--- src/rtl/pc_seq_pkg.sv ---
// Shared types and constants for the PC sequencer: FSM states, instruction
// stride and the return-address-stack pointer width helper.
package pc_seq_pkg;

   typedef enum logic [1:0] {
      ST_BOOT = 2'd0,
      ST_RUN  = 2'd1,
      ST_HALT = 2'd2
   } seq_state_t;

   localparam int unsigned INSN_BYTES = 4;

   // Pointer width for a power-of-two stack depth; never narrower than one bit.
   function automatic int unsigned ras_ptr_w(input int unsigned depth);
      int unsigned w;
      w = 0;
      while ((32'd1 << w) < depth) w++;
      return (w == 0) ? 1 : w;
   endfunction

endpackage

--- src/rtl/pc_sequencer_if.sv ---
// Fetch-request and control bundle between the PC sequencer (master) and the
// fetch/branch side (slave).
interface pc_sequencer_if #(
   parameter int unsigned XLEN = 32
);
   logic            pc_ready;
   logic            redirect_valid;
   logic [XLEN-1:0] redirect_target;
   logic            trap_valid;
   logic [XLEN-1:0] trap_vector;
   logic            halt_req;
   logic            call_hint;
   logic            ret_hint;
   logic [XLEN-1:0] pc;
   logic            pc_valid;
   logic            pc_misaligned;
   logic            halted;

   modport master (
      input  pc_ready, redirect_valid, redirect_target, trap_valid, trap_vector,
             halt_req, call_hint, ret_hint,
      output pc, pc_valid, pc_misaligned, halted
   );

   modport slave (
      output pc_ready, redirect_valid, redirect_target, trap_valid, trap_vector,
             halt_req, call_hint, ret_hint,
      input  pc, pc_valid, pc_misaligned, halted
   );
endinterface

--- src/rtl/pc_ras.sv ---
// Circular return-address stack: push past full overwrites the oldest entry,
// pop when empty is ignored, push+pop together replaces the top in place.
module pc_ras
   import pc_seq_pkg::*;
#(
   parameter int unsigned XLEN  = 32,
   parameter int unsigned DEPTH = 4
) (
   input  logic            clk,
   input  logic            rst,
   input  logic            clear,
   input  logic            push,
   input  logic            pop,
   input  logic [XLEN-1:0] push_data,
   output logic [XLEN-1:0] top,
   output logic            empty
);
   localparam int unsigned PW   = ras_ptr_w(DEPTH);
   localparam logic [PW:0] FULL = (PW+1)'(DEPTH);

   logic [XLEN-1:0] mem [DEPTH];
   logic [PW-1:0]   sp;
   logic [PW-1:0]   sp_inc;
   logic [PW:0]     count;
   logic            pop_ok;

   assign sp_inc = sp + 1'b1;
   assign empty  = (count == '0);
   assign pop_ok = pop && !empty;
   assign top    = mem[sp];

   always_ff @(posedge clk or posedge rst) begin
      if (rst) begin
         sp    <= '0;
         count <= '0;
         for (int unsigned i = 0; i < DEPTH; i++) mem[i] <= '0;
      end else if (clear) begin
         count <= '0;
      end else if (push && pop_ok) begin
         mem[sp] <= push_data;
      end else if (push) begin
         // Wrapping sp onto the oldest slot is what makes overflow overwrite it.
         sp          <= sp_inc;
         mem[sp_inc] <= push_data;
         if (count != FULL) count <= count + 1'b1;
      end else if (pop_ok) begin
         sp    <= sp - 1'b1;
         count <= count - 1'b1;
      end
   end

endmodule

--- src/rtl/pc_sequencer.sv ---
// Fetch PC sequencer with BOOT/RUN/HALT control, trap/redirect override and an
// optional return-address stack enabled by macro PC_SEQ_RAS_EN.
module pc_sequencer
   import pc_seq_pkg::*;
#(
   parameter int unsigned     XLEN         = 32,
   parameter logic [XLEN-1:0] RESET_VECTOR = XLEN'(32'h0000_0000),
   parameter int unsigned     RAS_DEPTH    = 4
) (
   input  logic       pll_1_200MHz,
   input  logic       pll_1_rst_synced,
   pc_sequencer_if.master bus
);
   seq_state_t      state_q, state_n;
   logic [XLEN-1:0] pc_q, pc_n;
   logic            mis_q, mis_n;
   logic [XLEN-1:0] seq_pc;
   logic            transfer;
   logic            ras_push, ras_pop, ras_clear, ras_empty;
   logic [XLEN-1:0] ras_top;

   assign seq_pc   = pc_q + XLEN'(INSN_BYTES);
   assign transfer = (state_q == ST_RUN) && bus.pc_ready;

   always_ff @(posedge pll_1_200MHz or posedge pll_1_rst_synced) begin
      if (pll_1_rst_synced) begin
         state_q <= ST_BOOT;
         pc_q    <= RESET_VECTOR;
         mis_q   <= 1'b0;
      end else begin
         state_q <= state_n;
         pc_q    <= pc_n;
         mis_q   <= mis_n;
      end
   end

   always_comb begin
      state_n   = state_q;
      pc_n      = pc_q;
      mis_n     = 1'b0;
      ras_push  = 1'b0;
      ras_pop   = 1'b0;
      ras_clear = 1'b0;
      if (bus.trap_valid) begin
         pc_n      = {bus.trap_vector[XLEN-1:2], 2'b00};
         mis_n     = |bus.trap_vector[1:0];
         state_n   = ST_RUN;
         ras_clear = 1'b1;
      end else if (bus.redirect_valid) begin
         pc_n    = {bus.redirect_target[XLEN-1:2], 2'b00};
         mis_n   = |bus.redirect_target[1:0];
         state_n = ST_RUN;
      end else if (bus.halt_req) begin
         state_n = ST_HALT;
      end else if (state_q != ST_RUN) begin
         // Covers both BOOT exit and HALT release; pc is kept as is.
         state_n = ST_RUN;
      end else if (transfer) begin
         pc_n     = (bus.ret_hint && !ras_empty) ? ras_top : seq_pc;
         ras_push = bus.call_hint;
         ras_pop  = bus.ret_hint;
      end
   end

   assign bus.pc            = pc_q;
   assign bus.pc_valid      = (state_q == ST_RUN);
   assign bus.halted        = (state_q == ST_HALT);
   assign bus.pc_misaligned = mis_q;

`ifdef PC_SEQ_RAS_EN
   pc_ras #(
      .XLEN  (XLEN),
      .DEPTH (RAS_DEPTH)
   ) u_ras (
      .clk       (pll_1_200MHz),
      .rst       (pll_1_rst_synced),
      .clear     (ras_clear),
      .push      (ras_push),
      .pop       (ras_pop),
      .push_data (seq_pc),
      .top       (ras_top),
      .empty     (ras_empty)
   );
`else
   logic unused_ras;
   assign ras_top    = '0;
   assign ras_empty  = 1'b1;
   assign unused_ras = ^{ras_push, ras_pop, ras_clear, 1'(RAS_DEPTH)};
`endif

endmodule
--- src/flat_wrapper.sv ---
// flat-port wrapper written by rule: the top's interface ports become plain ports
module pc_sequencer_flat import pc_seq_pkg::*;
#(
   parameter int unsigned     XLEN         = 32,
   parameter logic [XLEN-1:0] RESET_VECTOR = XLEN'(32'h0000_0000),
   parameter int unsigned     RAS_DEPTH    = 4
)
  (pll_1_200MHz, pll_1_rst_synced, bus_pc_ready, bus_redirect_valid, bus_redirect_target, bus_trap_valid, bus_trap_vector, bus_halt_req, bus_call_hint, bus_ret_hint, bus_pc, bus_pc_valid, bus_pc_misaligned, bus_halted);
  pc_sequencer_if #(.XLEN(XLEN)) bus_i ();
  input  logic pll_1_200MHz;
  input  logic pll_1_rst_synced;
  input wire logic [$bits(bus_i.pc_ready)-1:0] bus_pc_ready;
  input wire logic [$bits(bus_i.redirect_valid)-1:0] bus_redirect_valid;
  input wire logic [$bits(bus_i.redirect_target)-1:0] bus_redirect_target;
  input wire logic [$bits(bus_i.trap_valid)-1:0] bus_trap_valid;
  input wire logic [$bits(bus_i.trap_vector)-1:0] bus_trap_vector;
  input wire logic [$bits(bus_i.halt_req)-1:0] bus_halt_req;
  input wire logic [$bits(bus_i.call_hint)-1:0] bus_call_hint;
  input wire logic [$bits(bus_i.ret_hint)-1:0] bus_ret_hint;
  output wire logic [$bits(bus_i.pc)-1:0] bus_pc;
  output wire logic [$bits(bus_i.pc_valid)-1:0] bus_pc_valid;
  output wire logic [$bits(bus_i.pc_misaligned)-1:0] bus_pc_misaligned;
  output wire logic [$bits(bus_i.halted)-1:0] bus_halted;
  assign bus_i.pc_ready = bus_pc_ready;
  assign bus_i.redirect_valid = bus_redirect_valid;
  assign bus_i.redirect_target = bus_redirect_target;
  assign bus_i.trap_valid = bus_trap_valid;
  assign bus_i.trap_vector = bus_trap_vector;
  assign bus_i.halt_req = bus_halt_req;
  assign bus_i.call_hint = bus_call_hint;
  assign bus_i.ret_hint = bus_ret_hint;
  assign bus_pc = bus_i.pc;
  assign bus_pc_valid = bus_i.pc_valid;
  assign bus_pc_misaligned = bus_i.pc_misaligned;
  assign bus_halted = bus_i.halted;
  pc_sequencer #(.XLEN(XLEN), .RESET_VECTOR(RESET_VECTOR), .RAS_DEPTH(RAS_DEPTH)) u_core (.pll_1_200MHz(pll_1_200MHz), .pll_1_rst_synced(pll_1_rst_synced), .bus(bus_i));
endmodule
--- config.mk ---
export PLATFORM = sky130hd
export DESIGN_NAME = pc_sequencer_flat
export DESIGN_NICKNAME = d
export VERILOG_FILES = /design/src/rtl/pc_seq_pkg.sv /design/src/rtl/pc_sequencer_if.sv /design/src/rtl/pc_ras.sv /design/src/rtl/pc_sequencer.sv /design/src/flat_wrapper.sv
export SDC_FILE = /design/constraint.sdc
export NUM_CORES = 1
export LEC_CHECK = 0
export BUFFER_PORTS_ARGS = -buffer_cell sky130_fd_sc_hd__buf_2
export CAP_MARGIN = 20
export CORE_ASPECT_RATIO = 1.2
export CORE_UTILIZATION = 25
export CTS_CLUSTER_SIZE = 24
export DETAILED_ROUTE_END_ITERATION = 7
export SLEW_MARGIN = 25
export SYNTH_ARGS = -nofsm -noshare
export SYNTH_HDL_FRONTEND = slang
export SYNTH_SLANG_ARGS = --single-unit
--- constraint.sdc ---
create_clock -name pll_1_200MHz -period 2.2 [get_ports pll_1_200MHz]
set_clock_uncertainty 0.2 [all_clocks]
set_input_delay 0.11 -clock pll_1_200MHz [delete_from_list [all_inputs] [get_ports pll_1_200MHz]]
set_output_delay 0.11 -clock pll_1_200MHz [all_outputs]
set_load 0.02 [all_outputs]
Word level (Yosys, flattened, before mapping):

Cells that the tools add are included.

* register bits after elaboration: 35
* input port bits: 72

* add/sub/neg operators: 1
* equal/unequal tests: 5
* muxes and demuxes: 11
* reduce and logical (&&, ||, !) cells: 6

Operators with widths (count)
* $mux 32: 5
* $add 32x3->32 const B: 1
* $mux 2: 4
* $ne 3x3->1 const B: 2
* $reduce_bool 4->1: 1
* $reduce_or 2->1: 2
* $reduce_and 3->1: 1
* $reduce_bool 3->1: 1
* $eq 2x1->1 const B: 1
* $eq 2x2->1 const B: 1
* $mux 1: 2
* $ne 2x1->1 const B: 1
* $logic_and 1x1->1: 1

Longest topological paths before layout:

Gate-level depths: netlist (run 1).

* depth in word-level cells: 7
* gate-level depth with buffers: 7
* mapped depth without buffers: 6

Worst setup path after synthesis (run 1):

Ideal clock, no wire load.

* path type: reg-to-reg
* start point: register u_core.pc_q[5], in the netlist u_core.bus.pc[5]
* end point: register u_core.pc_q[27], in the netlist u_core.bus.pc[27]
* setup time: 0.126 ns
* data arrival time: 1.788 ns
* slack: 0.086 ns
* stages on the path, launching flop included: 8
* path buffers: 2
* cell sequence: dfrtp_1 -> and4_1 -> buf_6 -> nand4_4 -> buf_6 -> o41ai_2 -> o31ai_1 -> a221o_1

* longest elaborated chain between the ends: 6

Ends and longest elaborated chain
* from (decl): line pc_sequencer.sv:15 `logic [XLEN-1:0] pc_q, pc_n;`
* from (signal assigned): line pc_sequencer.sv:32 `pc_q <= pc_n;`
* $add 32x3->32: line pc_sequencer.sv:22 `assign seq_pc = pc_q + XLEN'(INSN_BYTES);`
* $mux 32: line pc_sequencer.sv:58 `end else if (transfer) begin`
* $mux 32: line pc_sequencer.sv:55 `end else if (state_q != ST_RUN) begin`
* $mux 32: line pc_sequencer.sv:53 `end else if (bus.halt_req) begin`
* $mux 32: line pc_sequencer.sv:49 `end else if (bus.redirect_valid) begin`
* $mux 32: line pc_sequencer.sv:44 `if (bus.trap_valid) begin`

Every way passes these cells. The select of a mux whose other input is x is not followed.
A chain may end at the register's enable or synchronous reset.

Worst setup path after layout (run 1):

* start point: register u_core.pc_q[15], in the netlist u_core.bus.pc[15]
* end point: register u_core.pc_q[29], in the netlist u_core.bus.pc[29]

Same word-level chain as after synthesis.

==> results of run 1 <==
-- state kept, by name, summed over array words and instances (netlist names) --
signal,cells
u_core.bus.pc,30
u_core.state_q,2
u_core.bus.pc_misaligned,1
-- Yosys cell counts (2+ instances only) --
master	instances	area share
a21oi_1	44	0.097
a221o_1	3	0.013
a22oi_1	22	0.073
a2bb2oi_1	2	0.0077
a31o_2	3	0.012
a41oi_1	3	0.012
and2_1	2	0.0055
and3_1	5	0.014
and4_1	3	0.012
buf_4	2	0.0066
buf_6	2	0.0099
clkbuf_1	17	0.028
dfrtp_1	33	0.36
inv_1	7	0.012
nand2_1	31	0.051
nand3_1	12	0.026
nand3b_1	2	0.0066
nand4_1	7	0.019
nor2_1	4	0.0066
nor2b_1	3	0.0083
nor3_1	2	0.0044
nor4_1	2	0.0055
o21ai_0	23	0.051
o22ai_1	4	0.011
o31ai_1	13	0.043
o41ai_1	4	0.015
xnor2_1	4	0.015
-- per-layer routing --
| metal | vias up | track usage | wire, um |
|---|---|---|---|
| met1 | 1388 | 0.2360 | 3619 |
| met5 | - | 0 | 0 |
| met4 | 0 | 0.06576 | 132 |
| li1 | 1428 | - | - |
| met2 | 105 | 0.3357 | 4372 |
| met3 | 11 | 0.03106 | 522 |
-- timing repair --
action,in CTS,in global routing
setup buffers,0,1
gates resized for setup,0,5
endpoints found under the setup margin,0,6
hold buffers,65,0
hold endpoints to repair,65,0
-- layout make-up --
class | instances | share of cell area
clock buffer | 5 | 0.01812
clock inverter | 3 | 0.004611
inverter | 7 | 0.006917
multi-input combinational | 216 | 0.3521
tap | 117 | 0.03854
sequential | 33 | 0.2174
timing repair buffer | 194 | 0.3623
-- final timing paths --
kind | end | slack, ps | cells past startpoint
max | u_core.bus.pc[29]$_DFFE_PP0P_ | 100 | 5
min | u_core.bus.pc[25]$_DFFE_PP0P_ | -1 | 3
max reg2reg | u_core.bus.pc[29]$_DFFE_PP0P_ | 100 | 5
min reg2reg | u_core.bus.pc[21]$_DFFE_PP0P_ | 370 | 2
max in group asynchronous | u_core.bus.pc[21]$_DFFE_PP0P_ | 1220 | 4
min in group asynchronous | u_core.bus.pc[6]$_DFFE_PP0P_ | 260 | 4
-- worst register-to-register path: stages, from the launching register on --
cell and delay [ps]:
dfrtp_1 420, and4_1 330, nand4_4 180, o41ai_1 410, o31ai_2 120, a221o_1 330
-- power breakdown --
part | leakage (uW) | internal [uW] | switching, uW | total [uW]
Clock | 0.0000439 | 218 | 251 | 469
Sequential | 0.000415 | 670 | 75.9 | 746
Combinational | 0.00121 | 314 | 330 | 645
Total | 0.00167 | 1200 | 657 | 1860
-- per-stage QoR --
stage          setup slack, ps  std cells  setup TNS (ps)
4_1_cts                  40.75        574               0
3_3_place_gp             126.4        501               0
3_5_place_dp             114.3        501               0
2_1_floorplan            86.28        278               0
6_report                 100.1        575               0
5_1_grt                 -2.504        575          -2.504
-- cell families (layout without fill, tap and decap cells) --
group           after synthesis  count (layout)  share of synthesized area
xor+xnor                      4               4                    0.01540
compound gates              129             129                     0.3652
flops                        33              33                     0.3630
other cells                   1               2                   0.001649
simple gates                 80              80                     0.1909
fa+ha+maj                     1               1                   0.005500
buf+inv                      29             209                    0.05830
==> flow_summary.ini, run 1 <==
[grt]
grt_max_degree = 34
grt_usage = 0.1924
grt_pass1_wl_um = 13860
antenna_found_initial = 0
grt_pass1_vias = 2891
gr-total-overflow = 0

[critical_path]
critical_path_required_ps = 2180
crit_path_max_incr_delay_ps = 420
worstPathArrival_ps = 2080
timing.rr.start = u_core.bus.pc[15]$_DFFE_PP0P_
cp_top_family = compound AO/OA/AOI/OAI gates
startpoint = u_core.bus.pc[15]$_DFFE_PP0P_
end_kind = register
path_cells = and4_1 -> nand4_4 -> o41ai_1 -> o31ai_2 -> a221o_1
crit_path_start_kind = register
slowest_stage = dfrtp_1
crit_type = reg2reg
crit_fanout = 7
worst-path-buf-inv = 0

[floorplan]
ios = 107
rows = 37
chipWidth_um = 89.08
dieArea_um2 = 9486
initial_core_util = 0.2614
core_area_um2 = 8703
die_y_um = 106.5

[yosys]
synthDistinctLibCells = 45
synth-seq-cells = 33
synthCells = 277
synth_edf_count = 0
async_flop_share = 1.000
synth_area_um2 = 2275
synth_flop_cell = dfrtp_1
ys_seq_area_frac = 0.3630
syn_avg_cell_area_um2 = 8.212
ys_warn_count = 0

[cells_and_area]
layout_commonest_cell = buf_2
multi_input_area_um2 = 1338
num-nets-final = 530
fin_util = 0.4365
diodes = 0
nFillCells = 920
drive_gt1_frac = 0.3231
synthToLayoutAreaGrowth_pct = 67.00
layout_common_cells = buf_2 (102), dlygate4sd3_1 (65), a21oi_1 (44), dfrtp_1 (33), nand2_1 (31)
stdcell_area_um2 = 3799
regArea_um2 = 825.8

[placed_design]
dpl.hpwl_um = 6107
gp_congestion = 0.8176
portBuffers = 102
placed_area_um2 = 3039

[timing]
fmax_mhz = 476.2
finalSetupViolCount = 0
holdWs_ps = -1.016
slew_violations = 0
hold_violations = 1
min_period_ps = 2100
finalCritPeriodShare = 0.9545

[clock_network]
cts_tree = built
cts_max_path_buffers = 2
cts_root_buf = clkbuf_8
clk_pin_slew_ps = 70
htree_levels = 2
clk_latency_ps = 290
cts-buffers-inserted = 5
cts.sinks = 33

[drt]
drc_errors = 0
drt_pre_antenna_iters = 4
viasPerCell = 5.099
postRouteAntennaNets = 0
drtIter0Drc = 213
wirelength_um = 8648
vias = 2932
wl_per_cell_um = 15.04

[run_status]
status = finished with violations
violations = negative hold slack

[min_path]
hold_class = in2reg
hold_start = bus_trap_vector[25]

[pwr]
leakage_uw = 0.001668
power.total_uw = 1860
power_density_nw_per_um2 = 489.6
peakVddDrop_uv = 232.4

[run]
maxCapViolCount = 0
Power figures use the tool's default switching activity.
==> run 2, diff against run 1 <==
--- a/config.mk
+++ b/config.mk
@@ -5,6 +5,7 @@
 export SDC_FILE = /design/constraint.sdc
 export NUM_CORES = 1
 export LEC_CHECK = 0
+export ABC_AREA = 1
 export BUFFER_PORTS_ARGS = -buffer_cell sky130_fd_sc_hd__buf_2
 export CAP_MARGIN = 20
 export CORE_ASPECT_RATIO = 1.2
==> run 2 against run 1 <==
The run now ends clean; global-route usage decreased by 2.7 points; setup slack improved by 22 ps; hold slack improved by 12 ps; critical endpoint is now u_core.bus.pc_misaligned$_DFF_PP0_.
==> flow_summary.ini, run 2 <==
[run_status]
status = complete, no violations

[timing]
rsz0062_at_grt = yes
finalSetupViolCount = 0
setup_ws_ps = 122.2
hold_violations = 0
tightest_slew_ps = 561.3
min_period_ps = 2078
slew_violations = 0
max_slew_margin = 0.6253
finalSetupTns_ps = 0
fmax_mhz = 481.3
finalCritPeriodShare = 0.9445

[placed_design]
dp_slack_ps = 356.6
portBuffers = 102
placed_area_um2 = 3202
gp_congestion = 0.8809
dpl.hpwl_um = 6041

[drt]
wl_per_cell_um = 13.12
dr.max_layer_used = met4
drtIter0Drc = 117
vias = 2939
wirelength_um = 8407
viasPerCell = 4.585
drc_errors = 0
met1_length_um = 3548
postRouteAntennaNets = 0
wl_met3_um = 426
dr_wl_met2_um = 4313
drt_pre_antenna_iters = 4

[pwr]
leakage_uw = 0.001768
p_int_uw = 1420
pwr-share-comb = 0.286
seqPwrFrac = 0.366
swShare = 0.3428
power_density_nw_per_um2 = 594.8
clockPowerShare = 0.348
peakVddDrop_uv = 302.5
p_sw_uw = 740.7

[yosys]
synth_area_um2 = 2606
synth_largest_area_cell = dfrtp_1
synthDistinctLibCells = 31
synth_common_cells = nand2_1 (97), nor2_1 (76), nand3_1 (37)
synthCells = 390
ys_warn_count = 0
synth_most_common_cell = nand2_1
syn_avg_cell_area_um2 = 6.683
synth_edf_count = 0
async_flop_share = 1.000
synth_flop_cell = dfrtp_1
synth-seq-cells = 33
synth_top_area_share = 0.3169
ys_seq_area_frac = 0.3169
synth_area_leaders = dfrtp_1 (32%), nand2_1 (14%), nor2_1 (11%), nand3_1 (7.1%), a22o_1 (7.1%)

[grt]
gr-total-overflow = 0
grt_max_degree = 34
grt_pass1_wl_um = 13900
grt_usage = 0.1651
antenna_found_initial = 0
grt_pass1_vias = 2920

[critical_path]
rrSetupSlack_ps = 140
ff2ff_path_depth = 9
path_cells = dlygate4sd3_1 -> buf_2 -> o21ai_1 -> dlygate4sd3_1 -> o21ai_0 -> dlygate4sd3_1
crit_path_start_kind = input port
crit_type = in2reg
timing.rr.start = u_core.bus.pc[6]$_DFFE_PP0P_
worstPathArrival_ps = 2040
critical_path_required_ps = 2160
crit_fanout = 1
crit_path_max_incr_delay_ps = 560
slowest_stage = dlygate4sd3_1
end_kind = register
r2r-end = u_core.bus.pc[23]$_DFFE_PP0P_
crit_top_cell = dlygate4sd3_1

[clock_network]
htree_levels = 2
cts-buffers-inserted = 5
cts_max_path_buffers = 2
cts.sinks = 33
clk_latency_ps = 280
clk_pin_slew_ps = 60
cts_root_buf = clkbuf_16
cts_tree = built

[cells_and_area]
synthToLayoutAreaGrowth_pct = 39.41
diodes = 0
layout_commonest_cell = buf_2
largest_reg_flops = 30
num-nets-final = 587
layout_common_cells = buf_2 (102), nand2_1 (97), nor2_1 (76), nand3_1 (36), dfrtp_1 (30)
stdcell_area_um2 = 3633
drive_gt1_frac = 0.2893

[floorplan]
initial_core_util = 0.2591
rows = 40
dieArea_um2 = 10840
ios = 107
die_y_um = 113.8
chipWidth_um = 95.21
core_area_um2 = 10060

[min_path]
hold_path_depth = 4
hold_class = in2reg
hold_start = bus_trap_vector[15]
hold-path-endpoint = u_core.bus.pc[15]$_DFFE_PP0P_

[run]
maxCapViolCount = 0
run 2: cell types whose count changed after synthesis, sizes merged, moves of 6 or more:
cell / delta
inv: +27
clkbuf: -11
a21oi: -20
a22o: +21
nor2: +86
o31ai: -13
buf: +6
nand3: +25
nand4: -7
o21ai: -12
nand2: +72
a22oi: -22
run 2: area by class of cell:
type,instances,area [um2]
Clock buffer,7,152.6
Clock inverter,1,5.005
Multi-Input combinational cell,307,1558
Timing Repair Buffer,133,803.3
Fill cell,1049,6426
Inverter,34,127.6
Sequential cell,33,829.5
Tap cell,126,157.7
run 2: how the worst max path moves through the flow:
stage,slack (ps),depth (start not counted),start,to
2_1_floorplan,470,7,u_core.state_q[1]$_DFFE_PP0P_,u_core.bus.pc[25]$_DFFE_PP0P_
3_3_place_gp,400,6,u_core.state_q[1]$_DFFE_PP0P_,u_core.bus.pc[28]$_DFFE_PP0P_
3_5_place_dp,360,7,u_core.state_q[0]$_DFFE_PP0P_,u_core.bus.pc[28]$_DFFE_PP0P_
4_1_cts,80,6,bus_trap_vector[0],u_core.bus.pc_misaligned$_DFF_PP0_
5_1_grt,-30,9,u_core.bus.pc[4]$_DFFE_PP0P_,u_core.bus.pc[23]$_DFFE_PP0P_
6_report,120,6,bus_trap_vector[0],u_core.bus.pc_misaligned$_DFF_PP0_
run 2: worst max-delay path: cells and delay by family:
kind                   cells  cell delay (ps)
AO/OA/AOI/OAI              2              190
buffers and inverters      4             1760
run 2: per-layer routing:
layer,vias up,GRT usage
met4,0,0.04242
li1,1515,-
met1,1340,0.1911
met2,76,0.3048
met3,8,0.03067
met5,-,0
run 2: metrics by stage:
| step | total power (uW) | util | hold WS, ps | std cells |
|---|---|---|---|---|
| final | 2161 | 0.3612 | 10.87 | 641 |
| after global routing | 2287 | 0.3612 | 20.82 | 641 |
| after CTS | 2176 | 0.3578 | 2.833 | 639 |
| after detailed placement | 1367 | 0.3183 | 36.62 | 607 |
| after global placement | 1353 | 0.3183 | 37.12 | 607 |
| after floorplan | 1147 | - | 38.90 | 391 |
run 2: what timing repair did:
item                                    CTS  global route
resized for setup                         0             7
endpoints found under the hold margin    46             0
setup buffers                             0             2
hold buffers                             24             0
endpoints found under the setup margin    0             6
run 2: logic make-up after synthesis:
| kind of cell | Yosys count | share of synthesized area |
|---|---|---|
| simple gates | 237 | 0.4095 |
| compound gates | 65 | 0.1680 |
| buf+inv | 51 | 0.09265 |
| flops | 33 | 0.3168 |
| xor+xnor | 2 | 0.006722 |
| fa+ha+maj | 1 | 0.004800 |
| other cells | 1 | 0.001439 |
run 2: power by group through the flow:
| stage | logic, uW | clock network, uW | registers [uW] |
|---|---|---|---|
| finish | 617 | 752 | 791 |
| global route | 692 | 789 | 806 |
| CTS | 613 | 773 | 790 |
| detailed placement | 566 | 0 | 801 |
| global placement | 555 | 0 | 798 |
| floorplan | 285 | 0 | 862 |
